File: src/rtl/mips_mem_pkg.sv
// rtl/mips_mem_pkg.sv - shared types for the MIPS unified-memory arbiter
package mips_mem_pkg;

    typedef enum logic [1:0] {
        IDLE   = 2'd0,
        ISSUE  = 2'd1,
        RESP   = 2'd2,
        HALTED = 2'd3
    } arb_state_t;

    typedef enum logic {
        SRC_INSTR = 1'b0,
        SRC_DATA  = 1'b1
    } arb_src_t;

    typedef struct packed {
        logic [31:0] addr;
        logic        we;
        logic [3:0]  be;
        logic [31:0] wdata;
        arb_src_t    src;
    } mem_cmd_t;

    localparam logic [31:0] RESET_VECTOR = 32'hBFC00000;

endpackage

File: src/rtl/mips_mem_arb_pick.sv
// rtl/mips_mem_arb_pick.sv - winner selection; MEM_ARB_ROUND_ROBIN_EN selects round-robin over data priority
module mips_mem_arb_pick
    import mips_mem_pkg::*;
#(
    parameter int unsigned STARVE_LIMIT = 4
) (
    input  logic       i_req,
    input  logic       d_req,
`ifdef MEM_ARB_ROUND_ROBIN_EN
    input  arb_src_t   last_src,
`else
    input  logic [3:0] starve_cnt,
`endif
    output arb_src_t   win_src
);

    always_comb begin
        win_src = SRC_DATA;
        if (i_req && !d_req) begin
            win_src = SRC_INSTR;
        end else if (i_req && d_req) begin
`ifdef MEM_ARB_ROUND_ROBIN_EN
            win_src = (last_src == SRC_DATA) ? SRC_INSTR : SRC_DATA;
`else
            // Data keeps priority until fetch has been passed over STARVE_LIMIT times in a row
            win_src = (starve_cnt == 4'(STARVE_LIMIT)) ? SRC_INSTR : SRC_DATA;
`endif
        end
    end

endmodule

File: src/rtl/mips_mem_arbiter.sv
// rtl/mips_mem_arbiter.sv - shares unified memory between fetch and data ports; MEM_ARB_ROUND_ROBIN_EN selects round-robin
module mips_mem_arbiter
    import mips_mem_pkg::*;
#(
    parameter int unsigned STARVE_LIMIT = 4
) (
    input  logic        clk,
    input  logic        reset_n,
    input  logic        halt_req,
    output logic        halted,
    input  logic        i_req,
    input  logic [31:0] i_addr,
    output logic        i_gnt,
    output logic        i_rvalid,
    output logic [31:0] i_rdata,
    input  logic        d_req,
    input  logic        d_we,
    input  logic [3:0]  d_be,
    input  logic [31:0] d_addr,
    input  logic [31:0] d_wdata,
    output logic        d_gnt,
    output logic        d_rvalid,
    output logic [31:0] d_rdata,
    output logic        mem_active,
    output logic [31:0] mem_address,
    output logic        mem_wr_en,
    output logic        mem_read_en,
    output logic [3:0]  mem_byte_en,
    output logic [31:0] mem_data_in,
    input  logic [31:0] mem_data_out
);

    arb_state_t state, state_next;
    mem_cmd_t   cmd;
    arb_src_t   win_src;
    logic       accept;

`ifdef MEM_ARB_ROUND_ROBIN_EN
    arb_src_t last_src;

    always_ff @(posedge clk or negedge reset_n) begin
        if (!reset_n) begin
            last_src <= SRC_DATA;
        end else if (accept) begin
            last_src <= win_src;
        end
    end

    mips_mem_arb_pick #(.STARVE_LIMIT(STARVE_LIMIT)) u_pick (
        .i_req    (i_req),
        .d_req    (d_req),
        .last_src (last_src),
        .win_src  (win_src)
    );
`else
    logic [3:0] starve_cnt;

    // Counts consecutive data grants taken while a fetch was waiting
    always_ff @(posedge clk or negedge reset_n) begin
        if (!reset_n) begin
            starve_cnt <= 4'd0;
        end else if (!i_req) begin
            starve_cnt <= 4'd0;
        end else if (accept) begin
            if (win_src == SRC_INSTR) begin
                starve_cnt <= 4'd0;
            end else if (starve_cnt != 4'(STARVE_LIMIT)) begin
                starve_cnt <= starve_cnt + 4'd1;
            end
        end
    end

    mips_mem_arb_pick #(.STARVE_LIMIT(STARVE_LIMIT)) u_pick (
        .i_req      (i_req),
        .d_req      (d_req),
        .starve_cnt (starve_cnt),
        .win_src    (win_src)
    );
`endif

    assign accept = ((state == IDLE) || (state == RESP)) && !halt_req && (i_req || d_req);
    assign i_gnt  = accept && (win_src == SRC_INSTR);
    assign d_gnt  = accept && (win_src == SRC_DATA);

    always_ff @(posedge clk or negedge reset_n) begin
        if (!reset_n) begin
            state      <= IDLE;
            cmd        <= '0;
            mem_active <= 1'b1;
            halted     <= 1'b0;
        end else begin
            state <= state_next;
            if (accept) begin
                if (win_src == SRC_INSTR) begin
                    cmd <= '{addr: i_addr, we: 1'b0, be: 4'hF, wdata: 32'd0, src: SRC_INSTR};
                end else begin
                    cmd <= '{addr: d_addr, we: d_we, be: d_be, wdata: d_wdata, src: SRC_DATA};
                end
            end
            // Falling mem_active is the memory's cue to dump its contents
            if (state_next == HALTED) begin
                mem_active <= 1'b0;
                halted     <= 1'b1;
            end
        end
    end

    always_comb begin
        state_next  = state;
        mem_address = 32'd0;
        mem_wr_en   = 1'b0;
        mem_read_en = 1'b0;
        mem_byte_en = 4'h0;
        mem_data_in = 32'd0;
        i_rvalid    = 1'b0;
        i_rdata     = 32'd0;
        d_rvalid    = 1'b0;
        d_rdata     = 32'd0;
        case (state)
            IDLE: begin
                if (accept) begin
                    state_next = ISSUE;
                end else if (halt_req) begin
                    state_next = HALTED;
                end
            end
            ISSUE: begin
                state_next  = cmd.we ? IDLE : RESP;
                mem_address = cmd.addr;
                mem_wr_en   = cmd.we;
                mem_read_en = !cmd.we;
                mem_byte_en = cmd.we ? cmd.be : 4'hF;
                mem_data_in = cmd.we ? cmd.wdata : 32'd0;
            end
            RESP: begin
                if (accept) begin
                    state_next = ISSUE;
                end else if (halt_req) begin
                    state_next = HALTED;
                end else begin
                    state_next = IDLE;
                end
                if (cmd.src == SRC_INSTR) begin
                    i_rvalid = 1'b1;
                    i_rdata  = mem_data_out;
                end else begin
                    d_rvalid = 1'b1;
                    d_rdata  = mem_data_out;
                end
            end
            default: state_next = HALTED;
        endcase
    end

endmodule

File: config.mk
export PLATFORM = sky130hd
export DESIGN_NAME = mips_mem_arbiter
export DESIGN_NICKNAME = d
export VERILOG_FILES = /design/src/rtl/mips_mem_pkg.sv /design/src/rtl/mips_mem_arb_pick.sv /design/src/rtl/mips_mem_arbiter.sv
export SDC_FILE = /design/constraint.sdc
export NUM_CORES = 1
export LEC_CHECK = 0
export ABC_AREA = 1
export BUFFER_PORTS_ARGS = -buffer_cell sky130_fd_sc_hd__clkbuf_2
export CAP_MARGIN = 20
export CORE_AREA = 2 2 107 109
export DETAILED_ROUTE_END_ITERATION = 8
export DIE_AREA = 0 0 109 111
export PLACE_DENSITY = 0.76
export SYNTH_ARGS = -nofsm -noshare
export SYNTH_HDL_FRONTEND = slang
export SYNTH_SLANG_ARGS = --single-unit
File: constraint.sdc
create_clock -name clk -period 1.8 [get_ports clk]
set_input_delay 0.09 -clock clk [delete_from_list [all_inputs] [get_ports clk]]
set_output_delay 0.09 -clock clk [all_outputs]
set_load 0.02 [all_outputs]
==> metrics.md, run 1 <==
| Metric | Value |
|---|---|
| DR vias | 5394 |
| Number of global-route vias before repair | 4877 |
| Sink Count | 78 |
| Slowest CP cell | dfrtp_1 |
| Die Y | 111 um |
| Inst Count DP | 1012 |
| Final-report setup violation count | 28 |
| Clock latency on the worst-skew pair | 330 ps |
| PortBufs | 277 |
| I/O pin cnt | 278 |
| Die ar. | 12100 um2 |
| Fmax | 541.8 MHz |
| Reg-to-reg endpoint | cmd[51]$_DFFE_PN0P_ |
| Worst-Margin Slew | 668.5 ps |
| DR WL/cell | 15.43 um |
| Clock tree root driver cell | clkbuf_16 |
| Largest net degree at the start of global routing | 46 |
| Drt total wl | 16.70 mm |
| Antenna viol nets, final | 0 |
| Most used cell, CP | inv_2 |
| Final Max Slew Viols | 0 |
| Final non-filler cell total | 1082 |
| Clk_skew | 7.560 ps |
| R2R setup slack | 170 ps |
| CP Cell Sequence | inv_2 -> nor2_2 -> inv_2 -> nor2_4 -> clkinvlp_4 -> buf_12 -> nor2_1 -> buf_4 |
| CTS tree | built |
| Worst setup path category | register to output port |
| Commonest non-fill, non-tap cells in the layout | clkbuf_2 (207), inv_1 (113), nor2_1 (110) |
| Tot Pwr | 8399 uW |
| Power density of the placed cells | 1170 nW/um2 |
| Clk slew on worst S/H paths | 60 ps |
| WHS Endpoint | cmd[48]$_DFFE_PN0P_ |
| Synthesized area | 4380 um2 |
| Synth Area in Compound Gates | 0.04856 |
| Total track usage | 0.2502 |
| Maximum clock path buffer count | 2 |
| H-tree Lvls | 3 |
| XOR/XNOR share of the synthesized area | 0.001999 |
| CP endpoint kind | output port |
| Most common cell after layout, fill and taps aside | clkbuf_2 |
| Final setup margin | -45.65 ps |
| Type of origin of the critical path | register |
| Layout cells sized above 1 | 0.4013 |
| GRT overflow | 0 |
| Status | finished, violations left |
| Post-Layout Inst Area | 7181 um2 |
| Tightest Hold Check Type | input port to register |
| Worst vdd ir | 673.9 uV |
| Cell Rows | 39 |
| Yosys warns | 0 |
| Area grow syn2layout | 63.92% |
| RePlAce Congestion | 0.9060 |
| Seq/Total Area, Yosys | 0.4459 |
| WHS Path Cells | 3 |
| Dominant cell type by area after synthesis | dfrtp_1 |
| Top-area cell type share of the netlist area | 0.4399 |
| Final Critical Period | 1846 ps |
| Failing checks | negative setup slack |
| Critical path fanouts, max | 15 |
| Synth Area per Inst | 7.031 um2 |
| Pre-CTS worst setup slack | 90.49 ps |
| First-pass iteration count of the detailed router | 5 |
| HPWL after detailed placement | 10.51 mm |
| Synth top area cells | dfrtp_1 (44%), nor2_1 (12%), nand3_1 (12%) |
| Post-Place Cell Area | 5854 um2 |
| Lkg Pwr | 0.003979 uW |
| Cells after Synth | 623 |
| Residual DRC | 0 |
| Post-synthesis register bit count | 78 |
| Initial core utilization | 0.3955 |
| Worst EP required | 1710 ps |
| Relative slew slack | 0.5537 |
| Post-synth cell types | 21 |
| Adder-cell area share of the yosys netlist | 0.005713 |
| First-pass GRT wire length | 23.81 mm |
| Fin nets | 1072 |
| Starting DRT DRC Count | 469 |
| Multiplexer area fraction after synthesis | 0 |
| Max incr delay on CP | 400 ps |
| Combinational family with the most area after synthesis | simple AND/OR/NAND/NOR gates |
| Inserted Clock Buffers | 9 |
| Max Cap Viol | 0 |
| Syn_nets | 763 |
| Post-route setup TNS | -485.7 ps |
| Avg Vias per Cell | 4.985 |
| RSZ-0062 raised after global routing | true |
| HP Start | d_addr[10] |
| Reg2Reg Depth | 7 |
| Initial antenna violation count | 3 |
| Reg2reg start | state[0]$_DFF_PN0_ |
| Die Wd | 109 um |
| Synth Area in Simple Gates | 0.3410 |
| CP arrival | 1760 ps |
| Final Hold Vio Count | 0 |
| Core box area | 11080 um2 |
| Period utilisation layout | 1.025 |
## Yosys cell counts
library cell,count
inv_1,117
buf_2,21
inv_2,3
nand2_1,54
or2_2,1
dfrtp_1,77
nand4_1,34
buf_4,1
a21oi_4,1
o21ai_0,29
dfstp_2,1
clkbuf_1,11
ha_1,2
xnor2_1,1
o21ai_1,9
nand3_1,103
nand2_2,2
buf_1,4
nor2_1,145
a31oi_1,1
buf_6,6
## critical path: cells and delay by family (launching register included)
| family | cells | cell delay [ps] |
|---|---|---|
| simple gates | 3 | 400 |
| buf+inv | 5 | 630 |
| flops | 1 | 400 |
## power breakdown
group	internal, uW	total (uW)	switching [uW]
combinational	1380	3590	2210
clock	1250	1950	705
sequential	2520	2860	336
total	5140	8400	3250
## state kept, by name (all words and copies together) (netlist names)
| name | count |
|---|---|
| state | 2 |
| halted | 1 |
| mem_active | 1 |
| starve_cnt | 4 |
| cmd | 70 |
## routing by layer
metal,GRT usage,routed length [um],part of all wire,up-vias
met5,0,13,0.00078,-
met1,0.2952,6387,0.38,2499
met3,0.04350,1319,0.079,51
met2,0.4389,8342,0.50,285
met4,0.1068,636,0.038,2
li1,-,-,-,2557
## timing repair
item / CTS / global route
cloned: 4 / 1
hold buffers: 31 / 0
setup endpoints to repair: 117 / 101
hold endpoints to repair: 63 / 0
gates resized for setup: 15 / 209
pin swaps: 3 / 3
buffers inserted: 11 / 5
## cells by family after synthesis
| family | count (synthesis) |
|---|---|
| DFF | 78 |
| AOI/OAI and AO/OA | 40 |
| xor gates and xnor gates | 1 |
| and+or+nand+nor | 339 |
| adders and majority gates | 2 |
| buffers and inverters | 163 |
## how the worst max path moves through the flow
stage	start	end	slack, ps	depth (start not counted)
final	state[1]$_DFF_PN0_	d_rdata[13]	-50	8
after global routing	state[1]$_DFF_PN0_	i_rdata[24]	-120	8
after CTS	state[0]$_DFF_PN0_	d_rdata[15]	-40	7
after detailed placement	state[0]$_DFF_PN0_	d_rdata[15]	90	6
after global placement	state[0]$_DFF_PN0_	d_rdata[15]	130	6
after floorplan	state[0]$_DFF_PN0_	d_rdata[10]	200	6
## cell type report
| cell class | count | area [um2] |
|---|---|---|
| Clock inverter | 6 | 85.08 |
| Timing Repair inverter | 2 | 15.01 |
| Clock buffer | 10 | 239.0 |
| Sequential cell | 78 | 1953 |
| Tap cell | 143 | 178.9 |
| Antenna cell | 2 | 5.005 |
| Inverter | 120 | 460.4 |
| Timing Repair Buffer | 339 | 2331 |
| Fill cell | 927 | 3896 |
| Multi-Input combinational cell | 382 | 1913 |
## metrics by stage
step | hold slack (ps) | utilization
4_1_cts | 0.2964 | 0.6041
3_5_place_dp | 70.15 | 0.5285
5_1_grt | 5.515 | 0.6480
2_1_floorplan | -205.6 | -
3_3_place_gp | 69.11 | 0.5285
6_report | 5.392 | 0.6483
No activity file was read; power rests on OpenSTA's default activity.
==> run 2: changes to the inputs <==
HOLD_SLACK_MARGIN = 0.05   (was not set)
==> run 2 against run 1 <==
Against the previous run:
- the flow still finishes with violations (negative setup slack)
- power rose by 2.4%
- via count is 9.3% higher
- cell area rose by 9.3%
- register-to-register slack got worse by 20 ps
- combinational power grew 5%
- global-route usage grew 3.6 points
- sequential cell count stayed put
- worst hold slack better by 50 ps
- clock-buffer cell count did not move
- largest power group unchanged
==> metrics.md, run 2 (same netlist as run 1, synthesis figures left out) <==
| Metric | Value |
|---|---|
| WL met2 | 9.249 mm |
| CP endpoint kind | output port |
| CP arrival | 1870 ps |
| Cell Rows | 39 |
| RePlAce Congestion | 0.9060 |
| Reg2reg start | starve_cnt[0]$_DFFE_PN0P_ |
| Final-report setup violation count | 37 |
| Lkg Pwr | 0.004243 uW |
| Avg Vias per Cell | 5.145 |
| Max Cap Viol | 0 |
| Clk_skew | 8.277 ps |
| Layout cells sized above 1 | 0.3766 |
| DR WL/cell | 16.55 um |
| Clock latency on the worst-skew pair | 330 ps |
| CTS tree | built |
| Die ar. | 12100 um2 |
| Crit. Startpoint | state[1]$_DFF_PN0_ |
| Register area | 1953 um2 |
| Inserted Clock Buffers | 9 |
| Final Hold Vio Count | 0 |
| Failing checks | negative setup slack |
| DR vias | 5896 |
| Final setup margin | -162.8 ps |
| Critical path fanouts, max | 16 |
| Fillers | 806 |
| Total track usage | 0.2859 |
| WL met3 | 1.686 mm |
| HP Start | d_be[3] |
| Type of origin of the critical path | register |
| First-pass GRT wire length | 27.19 mm |
| H-tree Lvls | 3 |
| Starting DRT DRC Count | 607 |
| Maximum clock path buffer count | 2 |
| Initial core utilization | 0.3955 |
| Max reg flops | 70 |
| Power density of the placed cells | 1096 nW/um2 |
| Biggest regs | cmd x70, starve_cnt x4, state x2 |
| Clk slew on worst S/H paths | 60 ps |
| Biggest register | cmd |
| Tot Pwr | 8600 uW |
| Number of global-route vias before repair | 5529 |
| Final non-filler cell total | 1146 |
| Clock tree root driver cell | clkbuf_16 |
| Commonest non-fill, non-tap cells in the layout | clkbuf_2 (209), inv_1 (113), nor2_1 (107) |
| Worst setup path category | register to output port |
| DR top layer | met5 |
| Antenna viol nets, final | 0 |
| Die Wd | 109 um |
| Initial antenna violation count | 3 |
| Worst vdd ir | 547.3 uV |
| Area grow syn2layout | 79.09% |
| Fmax | 509.5 MHz |
| Area of the multi-input gates | 1943 um2 |
| RSZ-0062 raised after global routing | true |
| Worst EP required | 1710 ps |
| Drt total wl | 18.96 mm |
| GRT overflow | 0 |
| First-pass iteration count of the detailed router | 5 |
| Largest net degree at the start of global routing | 46 |
| Final Critical Period | 1963 ps |
| Post-Place Cell Area | 5854 um2 |
| Final Max Slew Viols | 0 |
| Die Y | 111 um |
| Pre-CTS worst setup slack | 90.49 ps |
| Relative slew slack | 0.5592 |
| Met1 wire length | 6.728 mm |
| Inst Count DP | 1012 |
| Core box area | 11080 um2 |
| Final core utilization | 0.7082 |
| HPWL after detailed placement | 10.51 mm |
| Most common cell after layout, fill and taps aside | clkbuf_2 |
| Sink Count | 78 |
| Worst-Margin Slew | 661.2 ps |
| Tightest Hold Check Type | input port to register |
| Fin nets | 1136 |
| Status | finished, violations left |
| Post-Layout Inst Area | 7845 um2 |
| PortBufs | 277 |
| Period utilisation layout | 1.090 |
| I/O pin cnt | 278 |
| Residual DRC | 0 |
[run 2: changes by cell type in the layout (fill, tap and decap cells not counted), sizes merged]
cell,delta
buf,-3
clkbuf,+2
dlygate4sd3,+65
[run 2: final timing paths]
kind                                     endpoint  slack [ps]  depth (start not counted)
setup reg to reg              cmd[47]$_DFFE_PN0P_         150                          8
setup / recovery                       i_rdata[5]        -160                          8
hold / removal                cmd[36]$_DFFE_PN0P_          60                          5
max in group asynchronous  mem_active$_DFFE_PN1N_         860                          3
min in group asynchronous     cmd[57]$_DFFE_PN0P_         280                          2
hold reg to reg            mem_active$_DFFE_PN1N_         450                          2
[run 2: final cells by class]
class,count,share of cell area
antenna,2,0.0006380
inverter,120,0.05869
multi-input combinational,382,0.2477
timing repair buffer,403,0.3780
sequential,78,0.2490
tap,143,0.02281
clock buffer,10,0.03046
clock inverter,6,0.01085
timing repair inverter,2,0.001914
[run 2: where the power goes]
part / switching (uW) / internal (uW) / leakage [uW] / total (uW)
clock network: 709 / 1250 / 0.000154 / 1960
registers: 343 / 2520 / 0.000957 / 2860
logic: 2310 / 1470 / 0.00313 / 3780
[run 2: repair_timing]
action                                  CTS  global route
endpoints found under the setup margin  117           101
hold buffers                             96             0
setup buffers                            11             4
cloned                                    4             1
endpoints found under the hold margin   101             0
gates resized for setup                  15           212
pin swaps                                 3             3
[run 2: stage by stage]
stage | TNS (ps) | hold WS (ps)
detailed placement | 0 | 70.15
CTS | -41.92 | 50.70
global route | -5397 | 59.40
finish | -990.0 | 55.67
floorplan | 0 | -205.6
global placement | 0 | 69.11
[run 2: routing by layer]
layer | vias to the layer above | track usage
met2 | 396 | 0.4708
met4 | 2 | 0.1923
li1 | 2684 | -
met5 | - | 0
met1 | 2699 | 0.3161
met3 | 115 | 0.07819
[run 2: critical path, cell delays in order (launching register included)]
cell and delay (ps):
dfrtp_1 400, inv_2 50, nor2_2 110, inv_2 80, nor2_4 190, clkinvlp_4 140
buf_8 170, nor2_1 220, buf_4 190
==> run 3: changes to the inputs <==
clock period = 2.15 ns   (was 1.8 ns; I/O delays follow)
==> run 3 against run 2 <==
Against the previous run:
- the run now ends clean
- cell area fell by 8.6%
- final cell count shrank 2.0%
- power shrank 16%
- clock skew about the same
- via count down 5.2%
- global-route usage decreased by 1.8 points
- combinational power is 21% lower
- critical path depth grew 1
- core utilization shrank 6.1 points
- register-to-register slack got worse by 20 ps
- sequential share of layout area is 2.3 points higher
- critical path type is now register to register
- largest cell class unchanged
==> metrics.md, run 3 (same netlist as run 1, synthesis figures left out) <==
| Metric | Value |
|---|---|
| Tightest Hold Check Type | input port to register |
| Fmax | 495.1 MHz |
| Largest net degree at the start of global routing | 69 |
| CP arrival | 2230 ps |
| First-pass GRT wire length | 25.17 mm |
| Register area | 1953 um2 |
| Core box area | 11080 um2 |
| CTS tree | built |
| Antenna viol nets, final | 0 |
| Sequential share of power | 0.331 |
| Switch Pwr | 2678 uW |
| Cell Rows | 39 |
| Pint | 4512 uW |
| Final Hold Vio Count | 0 |
| Drt total wl | 17.05 mm |
| First-pass iteration count of the detailed router | 7 |
| CP endpoint kind | register |
| H-tree Lvls | 3 |
| Power density of the placed cells | 1002 nW/um2 |
| Residual DRC | 0 |
| Reg2Reg Depth | 9 |
| Clk slew on worst S/H paths | 60 ps |
| Avg Vias per Cell | 4.979 |
| Post-Place Cell Area | 5834 um2 |
| Final Critical Period | 2020 ps |
| Relative slew slack | 0.5288 |
| Biggest register | cmd |
| Period utilisation layout | 0.9394 |
| HP Start | i_addr[29] |
| Clock tree root driver cell | clkbuf_16 |
| Gate power share | 0.413 |
| R2R setup slack | 130 ps |
| Inserted Clock Buffers | 9 |
| Final core utilization | 0.6476 |
| Commonest non-fill, non-tap cells in the layout | clkbuf_2 (276), nor2_1 (142), inv_1 (115) |
| Total track usage | 0.2678 |
| PortBufs | 277 |
| Die Wd | 109 um |
| Area grow syn2layout | 63.75% |
| Clock latency on the worst-skew pair | 330 ps |
| Die ar. | 12100 um2 |
| Clk_skew | 8.743 ps |
| HPWL after detailed placement | 10.56 mm |
| Initial core utilization | 0.3955 |
| RePlAce Congestion | 0.8534 |
| GRT overflow | 0 |
| Lkg Pwr | 0.004059 uW |
| Worst vdd ir | 482.0 uV |
| Worst setup path category | register to register |
| Maximum clock path buffer count | 2 |
| Final Max Slew Viols | 0 |
| Reg-to-reg endpoint | cmd[38]$_DFFE_PN0P_ |
| Die Y | 111 um |
| Post-Layout Inst Area | 7173 um2 |
| Reg2reg start | starve_cnt[0]$_DFFE_PN0P_ |
| Final-report setup violation count | 0 |
| Status | completed |
| Sink Count | 78 |
| Type of origin of the critical path | register |
| Fin nets | 1114 |
| Max Cap Viol | 0 |
| Worst EP required | 2360 ps |
| DR vias | 5591 |
| WHS Path Cells | 3 |
| DR WL/cell | 15.18 um |
| WHS Endpoint | cmd[67]$_DFFE_PN0P_ |
| Number of global-route vias before repair | 5198 |
| Initial antenna violation count | 3 |
| Worst-Margin Slew | 705.8 ps |
| I/O pin cnt | 278 |
| Critical path fanouts, max | 18 |
| Most common cell after layout, fill and taps aside | clkbuf_2 |
| Max reg flops | 70 |
| RSZ-0062 raised after global routing | false |
| Clock Power Share | 0.256 |
| Switching portion of total power | 0.3724 |
| Starting DRT DRC Count | 397 |
| Biggest regs | cmd x70, starve_cnt x4, state x2 |
| Layout cells sized above 1 | 0.3333 |
| Fillers | 971 |
| Area of the multi-input gates | 1765 um2 |
## run 3: cell type report
| type | instances | area share |
|---|---|---|
| Timing Repair Buffer | 381 | 0.3405 |
| Multi-Input combinational cell | 382 | 0.2461 |
| Sequential cell | 78 | 0.2723 |
| Inverter | 120 | 0.06419 |
| Clock inverter | 4 | 0.01675 |
| Antenna cell | 2 | 0.0006977 |
| Clock buffer | 11 | 0.03244 |
| Timing Repair inverter | 2 | 0.002093 |
| Tap cell | 143 | 0.02494 |
## run 3: worst max path at each step
| stage | end | start | slack, ps | depth (start not counted) |
|---|---|---|---|---|
| floorplan | d_rdata[10] | state[0]$_DFF_PN0_ | 530 | 6 |
| global placement | d_rdata[15] | state[0]$_DFF_PN0_ | 360 | 6 |
| detailed placement | d_rdata[15] | state[0]$_DFF_PN0_ | 350 | 6 |
| CTS | d_rdata[15] | state[0]$_DFF_PN0_ | -5 | 6 |
| global route | cmd[38]$_DFFE_PN0P_ | starve_cnt[0]$_DFFE_PN0P_ | 20 | 9 |
| finish | cmd[38]$_DFFE_PN0P_ | starve_cnt[0]$_DFFE_PN0P_ | 130 | 9 |
## run 3: metal layers
layer,vias up,global-route usage,share of wire
met4,2,0.1479,0.047
met1,2561,0.2977,0.36
met2,321,0.4563,0.51
li1,2637,-,-
met5,-,0,0.00070
met3,70,0.07113,0.078
## run 3: repair_timing
action	4_1_cts	5_1_grt
setup buffers	0	8
gates cloned	0	3
endpoints found under the setup margin	1	78
hold buffers	83	1
gates resized for setup	0	14
hold endpoints to repair	105	1
## run 3: power by group through the flow
stage	registers [uW]	clock network, uW	logic, uW
2_1_floorplan	2330	0	1760
3_3_place_gp	2360	0	2440
3_5_place_dp	2390	0	2470
4_1_cts	2370	1860	2820
5_1_grt	2440	1940	3270
6_report	2380	1840	2970
## run 3: critical path: stages, from the launching register on
cell and delay, ps:
dfrtp_1 430, inv_1 80, ha_1 140, nand3_1 100, nand2_2 120, nand2_4 90
buf_12 190, nand3_1 110, nand3_1 80, dlygate4sd3_1 560
## run 3: per-stage QoR
stage | hold WS [ps] | worst slack (ps) | total power [uW] | setup TNS [ps] | cells
5_1_grt | 58.85 | 23.53 | 7656 | 0 | 1122
2_1_floorplan | -188.1 | 529.2 | 4083 | 0 | 623
3_3_place_gp | 124.9 | 359.4 | 4804 | 0 | 1011
6_report | 59.41 | 130.4 | 7190 | 0 | 1123
4_1_cts | 51.18 | -5.097 | 7050 | -5.097 | 1109
3_5_place_dp | 130.7 | 349.7 | 4860 | 0 | 1011
